--- config.mk ---
export PLATFORM = sky130hd
export DESIGN_NAME = umips_div
export DESIGN_NICKNAME = d
export VERILOG_FILES = /design/src/rtl/umips_div.sv
export SDC_FILE = /design/constraint.sdc
export NUM_CORES = 1
export LEC_CHECK = 0
export ABC_AREA = 1
export CAP_MARGIN = 20
export CORE_ASPECT_RATIO = 1.4
export CORE_UTILIZATION = 61
export DETAILED_ROUTE_END_ITERATION = 12
export PLACE_DENSITY_LB_ADDON = 0.1
export SYNTH_ARGS = -nofsm -noshare
export SYNTH_HDL_FRONTEND = slang
export SYNTH_SLANG_ARGS = --single-unit
--- constraint.sdc ---
create_clock -name clk -period 12.5 [get_ports clk]
set_input_delay 1.875 -clock clk [delete_from_list [all_inputs] [get_ports clk]]
set_output_delay 1.875 -clock clk [all_outputs]
set_load 0.05 [all_outputs]
--- src/rtl/umips_div.sv ---
// Radix-2 restoring divider with a three-state IDLE/RUN/DONE sequencer.
// Define UMIPS_DIV_SIGNED_EN to add the sgn port and signed (truncating) division.
module umips_div (
    input  logic        clk,
    input  logic        rst,
    input  logic        start,
    input  logic [31:0] a,
    input  logic [31:0] b,
`ifdef UMIPS_DIV_SIGNED_EN
    input  logic        sgn,
`endif
    output logic [31:0] quotient,
    output logic [31:0] remainder,
    output logic        busy,
    output logic        done,
    output logic        dbz
);

    typedef enum logic [1:0] {S_IDLE, S_RUN, S_DONE} state_t;

    state_t      state_q, state_d;
    logic [4:0]  cnt_q, cnt_d;
    logic [31:0] quo_w_q, quo_w_d;
    logic [31:0] rem_w_q, rem_w_d;
    logic [31:0] div_q, div_d;
    logic [31:0] quotient_q, quotient_d;
    logic [31:0] remainder_q, remainder_d;
    logic        dbz_q, dbz_d;

    logic [31:0] a_mag, b_mag;
    logic [32:0] rem_sh, diff;
    logic        step_ge;
    logic [31:0] step_quo, step_rem, fin_quo, fin_rem;

`ifdef UMIPS_DIV_SIGNED_EN
    logic negq_q, negq_d;
    logic negr_q, negr_d;
    logic a_neg, b_neg;

    always_comb begin
        a_neg = sgn & a[31];
        b_neg = sgn & b[31];
        a_mag = a_neg ? (~a + 32'd1) : a;
        b_mag = b_neg ? (~b + 32'd1) : b;
    end
`else
    always_comb begin
        a_mag = a;
        b_mag = b;
    end
`endif

    // One restoring step: shift the next dividend bit into the partial remainder
    // and keep the difference only when it does not borrow.
    always_comb begin
        rem_sh   = {rem_w_q, quo_w_q[31]};
        diff     = rem_sh - {1'b0, div_q};
        step_ge  = ~diff[32];
        step_rem = step_ge ? diff[31:0] : rem_sh[31:0];
        step_quo = {quo_w_q[30:0], step_ge};
        fin_quo  = step_quo;
        fin_rem  = step_rem;
`ifdef UMIPS_DIV_SIGNED_EN
        if (negq_q) fin_quo = ~step_quo + 32'd1;
        if (negr_q) fin_rem = ~step_rem + 32'd1;
`endif
    end

    always_comb begin
        state_d     = state_q;
        cnt_d       = cnt_q;
        quo_w_d     = quo_w_q;
        rem_w_d     = rem_w_q;
        div_d       = div_q;
        quotient_d  = quotient_q;
        remainder_d = remainder_q;
        dbz_d       = dbz_q;
`ifdef UMIPS_DIV_SIGNED_EN
        negq_d      = negq_q;
        negr_d      = negr_q;
`endif
        unique case (state_q)
            S_IDLE: begin
                if (start) begin
                    if (b == 32'd0) begin
                        quotient_d  = 32'hFFFF_FFFF;
                        remainder_d = a;
                        dbz_d       = 1'b1;
                        state_d     = S_DONE;
                    end else begin
                        quo_w_d = a_mag;
                        rem_w_d = 32'd0;
                        div_d   = b_mag;
                        cnt_d   = 5'd0;
`ifdef UMIPS_DIV_SIGNED_EN
                        negq_d  = a_neg ^ b_neg;
                        negr_d  = a_neg;
`endif
                        state_d = S_RUN;
                    end
                end
            end
            S_RUN: begin
                quo_w_d = step_quo;
                rem_w_d = step_rem;
                cnt_d   = cnt_q + 5'd1;
                if (cnt_q == 5'd31) begin
                    quotient_d  = fin_quo;
                    remainder_d = fin_rem;
                    dbz_d       = 1'b0;
                    state_d     = S_DONE;
                end
            end
            S_DONE:  state_d = S_IDLE;
            default: state_d = S_IDLE;
        endcase
    end

    always_ff @(posedge clk or posedge rst) begin
        if (rst) begin
            state_q     <= S_IDLE;
            cnt_q       <= 5'd0;
            quo_w_q     <= 32'd0;
            rem_w_q     <= 32'd0;
            div_q       <= 32'd0;
            quotient_q  <= 32'd0;
            remainder_q <= 32'd0;
            dbz_q       <= 1'b0;
`ifdef UMIPS_DIV_SIGNED_EN
            negq_q      <= 1'b0;
            negr_q      <= 1'b0;
`endif
        end else begin
            state_q     <= state_d;
            cnt_q       <= cnt_d;
            quo_w_q     <= quo_w_d;
            rem_w_q     <= rem_w_d;
            div_q       <= div_d;
            quotient_q  <= quotient_d;
            remainder_q <= remainder_d;
            dbz_q       <= dbz_d;
`ifdef UMIPS_DIV_SIGNED_EN
            negq_q      <= negq_d;
            negr_q      <= negr_d;
`endif
        end
    end

    assign quotient  = quotient_q;
    assign remainder = remainder_q;
    assign dbz       = dbz_q;
    assign busy      = (state_q == S_RUN);
    assign done      = (state_q == S_DONE);

endmodule
After elaboration in Yosys (flattened, before gate mapping)
Index checks and enable logic that the tools add are counted.

cells by class
  add/sub/neg operators = 2
  $mul = 0
  divide/modulo/power cells = 0
  order comparisons = 0
  equality and inequality tests = 7
  shifts and indexed selects = 0
  muxes and demuxes = 26
  bitwise gates (word level) = 2
  reductions and logical operators = 7

operator list
  operator             number
  $mux 32              11
  $pmux 32 s2          4
  $sub 33x32->33       1
  $logic_not 32->1     1
  $mux 5               2
  $pmux 5 s2           1
  $mux 2               3
  $ne 2x2->1 const B   3
  $reduce_and 3->1     2
  $add 5x1->5 const B  1
  $eq 5x5->1 const B   1
  $pmux 2 s2           1
  $reduce_and 4->1     1
  $mux 1               3
  $eq 2x1->1 const B   1
  $eq 2x2->1 const B   1
  $logic_not 2->1      1
  $ne 2x1->1 const B   1
  $not 1->1            2
  $pmux 1 s2           1
  $reduce_and 2->1     1
  $reduce_bool 2->1    1

storage, ports and cells
  bits in registers = 168
  latch bits = 0
  bits in writable memories = 0
  bits in read-only memories = 0
  output and inout bits = 67
  word-level logic and storage cells = 52
  memories = 0

Depth between registers and ports, before layout
  word-level depth = 4
  depth in mapped cells = 19
  mapped depth without buffers = 18

Worst setup path before layout
Ideal clock, no wire load.

  path type = input port to flip-flop
  from = input b[0]
  to = register quo_w_q[6]
  arrival = 3.075 ns
  setup slack = 9.294 ns
  stages = 10
  buffers on the path = 2
  path through = nor4_1 > nand3_1 > nor2_1 > nand2_1 > nand2_2 > inv_1 > buf_2 > buf_2 > nand2_1 > o21ai_0

on the way
  cells in the longest elaborated chain, start to end = 3

RTL lines
  element                     RTL line  source
  start: declaration          8         input logic [31:0] b,
  $logic_not 32->1            85        if (b == 32'd0) begin
  $ne 2x2->1 (no line)        n/a
  $reduce_and 3->1 (no line)  n/a
  end signal: assignment      136       quo_w_q <= quo_w_d;
  end: declaration            23        logic [31:0] quo_w_q, quo_w_d;

No other way between the ends.
A chain may end at the register's enable or synchronous reset.

Final worst setup path
  from = input b[0]
  to = register quo_w_q[0]

Same word-level chain as after synthesis.

==> results.toml <==
[final_layout]
insertedDiodeCount = 0
area_growth_pct = 18.07
final_common_cell = "sky130_fd_sc_hd__nand2_1"
fill_cells = 1358
multi_input_area_sq_um = 4816
num-nets-final = 1710
final_layout_size_suffix_gt1_share_pct = 6.728
most-common-layout-cells = "423 x sky130_fd_sc_hd__nand2_1, 301 x sky130_fd_sc_hd__inv_1, 168 x sky130_fd_sc_hd__dfrtp_1, 134 x sky130_fd_sc_hd__nand3_1, 133 x sky130_fd_sc_hd__clkdlybuf4s50_1"
area.sequential_sq_um = 4204

[synth]
post_synth_instance_area_sq_um = 10460
synth_cells = 1499
post_synth_num_cell_types = 41
synth.yosys.seq_area_share_pct = 40.21
synth.yosys.warnings = 0
postSynthNetCount = 1601
postSynthAreaPerCell_sq_um = 6.976
ys_ff_latch = 168

[global_route]
via_count_of_the_first_global_routing_pass = 9293
largest_net_degree_at_the_start_of_global_routing = 98
grt_antenna_before_repair = 0
grtUsageTotal_pct = 33.81
grt_pass1_wl_microns = 45930
gr-total-overflow = 0

[critical_path]
cp-start-kind = "primary input"
max_stage_delay_ns = 0.60
timing.critical_path.arrival_ns = 4.79
critical_path_cell_list = "clkdlybuf4s50_1 -> nor4_1 -> nand3_1 -> nor2_1 -> nand2_1 -> nand2_2 -> inv_1 -> buf_4 -> a31oi_1"
worst_path_fanout_max = 66
worstSetupEndpointType = "flop"
cpMaxStageDelayCell = "sky130_fd_sc_hd__nand2_2"
worstSetupPathType = "in2reg"
timing.critical_path.required_ns = 12.83

[run]
drv_cap = 0

[floorplan]
design.die.area_sq_um = 17680
die_width_microns = 112.7
start_util_pct = 62.44
ioPinCount = 134
core-area_sq_um = 16750
floorplan.rows = 56
die_y_microns = 156.9

[timing]
clk_skew_ns = 0.01141
achievable-frequency_ghz = 0.2243
hold_violations = 0
tns_ns = 0
tcrit_tclk_final_pct = 35.67
max-slew-margin-rel_pct = 26.84
final.min_clock_period_ns = 4.459
timing_worst_slew_pin_value_ns = 1.095
post-route-worst-setup-slack_ns = 8.041
slew_violations = 0
setup_viol = 0
unrepaired_setup_endpoints_after_global_routing = "no"

[place]
dp_hpwl_microns = 21690
globalplace.congestion = 0.9494
dp_slack_ns = 7.671
portBuffers = 133

[clock_network]
clock_latency_ns = 0.43
cts_tree = "done"
clock_sink_count = 168
number_of_buffers_inserted_by_hold_repair_at_cts = 0
cts_repair_resize_count = 0
clkTransAtPathRegs_ns = 0.07
root_buffer = "sky130_fd_sc_hd__clkbuf_16"
h-tree-depth = 4
cts-buffers-inserted = 17
clockBufferDepth = 2
post_cts.repair.setup_buffers = 0

[drt]
first_pass_drt_iterations = 5
routed_wire_length_per_instance_microns = 15.71
final_ant_viol_nets = 0
vias = 9626
first_iter_violations = 663
detail_route.vias_per_cell = 5.280
drt-total-wl_microns = 28640
drt_drc_violations_left = 0

[outcome]
run_status = "complete, no violations"

[hold_path]
min_path_type = "reg2reg"
-- metrics by stage --
stage	instance area (sq um)	util [%]	std cells	hold slack, ns
global placement	11800	70.49	1792	0.4662
global route	12350	73.72	1823	0.5171
detailed placement	11800	70.49	1792	0.4728
floorplan	10460	-	1499	0.4528
CTS	12350	73.72	1823	0.4899
finish	12350	73.72	1823	0.4903
-- layer usage --
layer,wire [microns],track usage (%)
met1,12350,43.16
met2,13990,57.20
met3,1553,7.047
met5,0,0
met4,744,11.49
-- synth_stat cells --
cell type	instances	area [sq um]
sky130_fd_sc_hd__nand2_1	423	1588
sky130_fd_sc_hd__inv_1	303	1137
sky130_fd_sc_hd__dfrtp_1	168	4204
sky130_fd_sc_hd__nand3_1	134	670.6
sky130_fd_sc_hd__nor2_1	106	397.9
sky130_fd_sc_hd__o21ai_0	95	475.5
sky130_fd_sc_hd__a21oi_1	50	250.2
sky130_fd_sc_hd__ha_1	34	425.4
sky130_fd_sc_hd__or2_2	26	162.7
sky130_fd_sc_hd__nand3_2	23	230.2
sky130_fd_sc_hd__clkbuf_1	19	71.32
sky130_fd_sc_hd__buf_2	18	90.09
sky130_fd_sc_hd__xor2_1	15	131.4
sky130_fd_sc_hd__nand4_1	11	68.82
sky130_fd_sc_hd__nor3_1	10	50.05
sky130_fd_sc_hd__nand2_2	9	56.30
sky130_fd_sc_hd__and2_1	6	37.54
sky130_fd_sc_hd__buf_4	5	37.54
sky130_fd_sc_hd__nor2_2	5	31.28
sky130_fd_sc_hd__or2_1	5	31.28
sky130_fd_sc_hd__inv_2	3	11.26
sky130_fd_sc_hd__or2_0	3	18.77
sky130_fd_sc_hd__a21o_1	2	15.01
sky130_fd_sc_hd__a22o_1	2	17.52
sky130_fd_sc_hd__a31oi_1	2	12.51
sky130_fd_sc_hd__buf_12	2	40.04
sky130_fd_sc_hd__buf_6	2	22.52
sky130_fd_sc_hd__buf_8	2	30.03
sky130_fd_sc_hd__nand2_4	2	22.52
sky130_fd_sc_hd__nor4_1	2	12.51
sky130_fd_sc_hd__o211ai_1	2	15.01
sky130_fd_sc_hd__a21oi_2	1	8.760
sky130_fd_sc_hd__a32o_1	1	10.01
sky130_fd_sc_hd__buf_1	1	3.750
sky130_fd_sc_hd__fa_1	1	20.02
sky130_fd_sc_hd__nor2_4	1	11.26
sky130_fd_sc_hd__nor3_2	1	10.01
sky130_fd_sc_hd__o21ai_1	1	5.000
sky130_fd_sc_hd__o21bai_1	1	7.510
sky130_fd_sc_hd__o22ai_1	1	6.260
sky130_fd_sc_hd__xnor2_1	1	8.760
-- area by class of cell --
| class | instances | area share (%) |
|---|---|---|
| repair buffers | 139 | 11.15 |
| flip-flops and latches | 168 | 34.05 |
| clock buffers | 17 | 3.446 |
| inverters | 306 | 9.344 |
| clock inverters | 14 | 0.9425 |
| well taps | 203 | 2.057 |
| multi-input cells | 976 | 39.01 |
-- critical path: cells and delay by family --
| family | cells | cell delay (ns) |
|---|---|---|
| AND/OR/NAND/NOR | 5 | 1.69 |
| buffers and inverters | 3 | 0.88 |
| AO/OA/AOI/OAI | 1 | 0.32 |
-- sequential cells by signal (all words and copies together) (netlist names) --
register and cells:
cnt_q 5, dbz 1, div_q 32, quo_w_q 32, quotient 32, rem_w_q 32
remainder 32, state_q 2
-- worst paths after layout --
check	start	end	slack, ns	depth (start not counted)
worst max register to register	state_q[1]	remainder[7]	8.96	11
max in group asynchronous	rst	div_q[21]	9.03	3
min in group asynchronous	rst	quotient[4]	2.00	2
worst max-delay path	b[0]	quo_w_q[0]	8.04	9
worst min-delay path	div_q[29]	div_q[29]	0.49	2
worst min register to register	div_q[29]	div_q[29]	0.49	2
-- logic make-up after synthesis --
family	Yosys count	share of synthesized area, %
buffers and inverters	355	13.81
adders and majority gates	35	4.260
xor gates and xnor gates	16	1.340
AOI/OAI and AO/OA	158	7.874
DFF	168	40.21
and+or+nand+nor	767	32.51
Power is left out: the tool's default activity adds up to more than one toggle a clock period on the data nets, which glitch-free logic cannot reach.
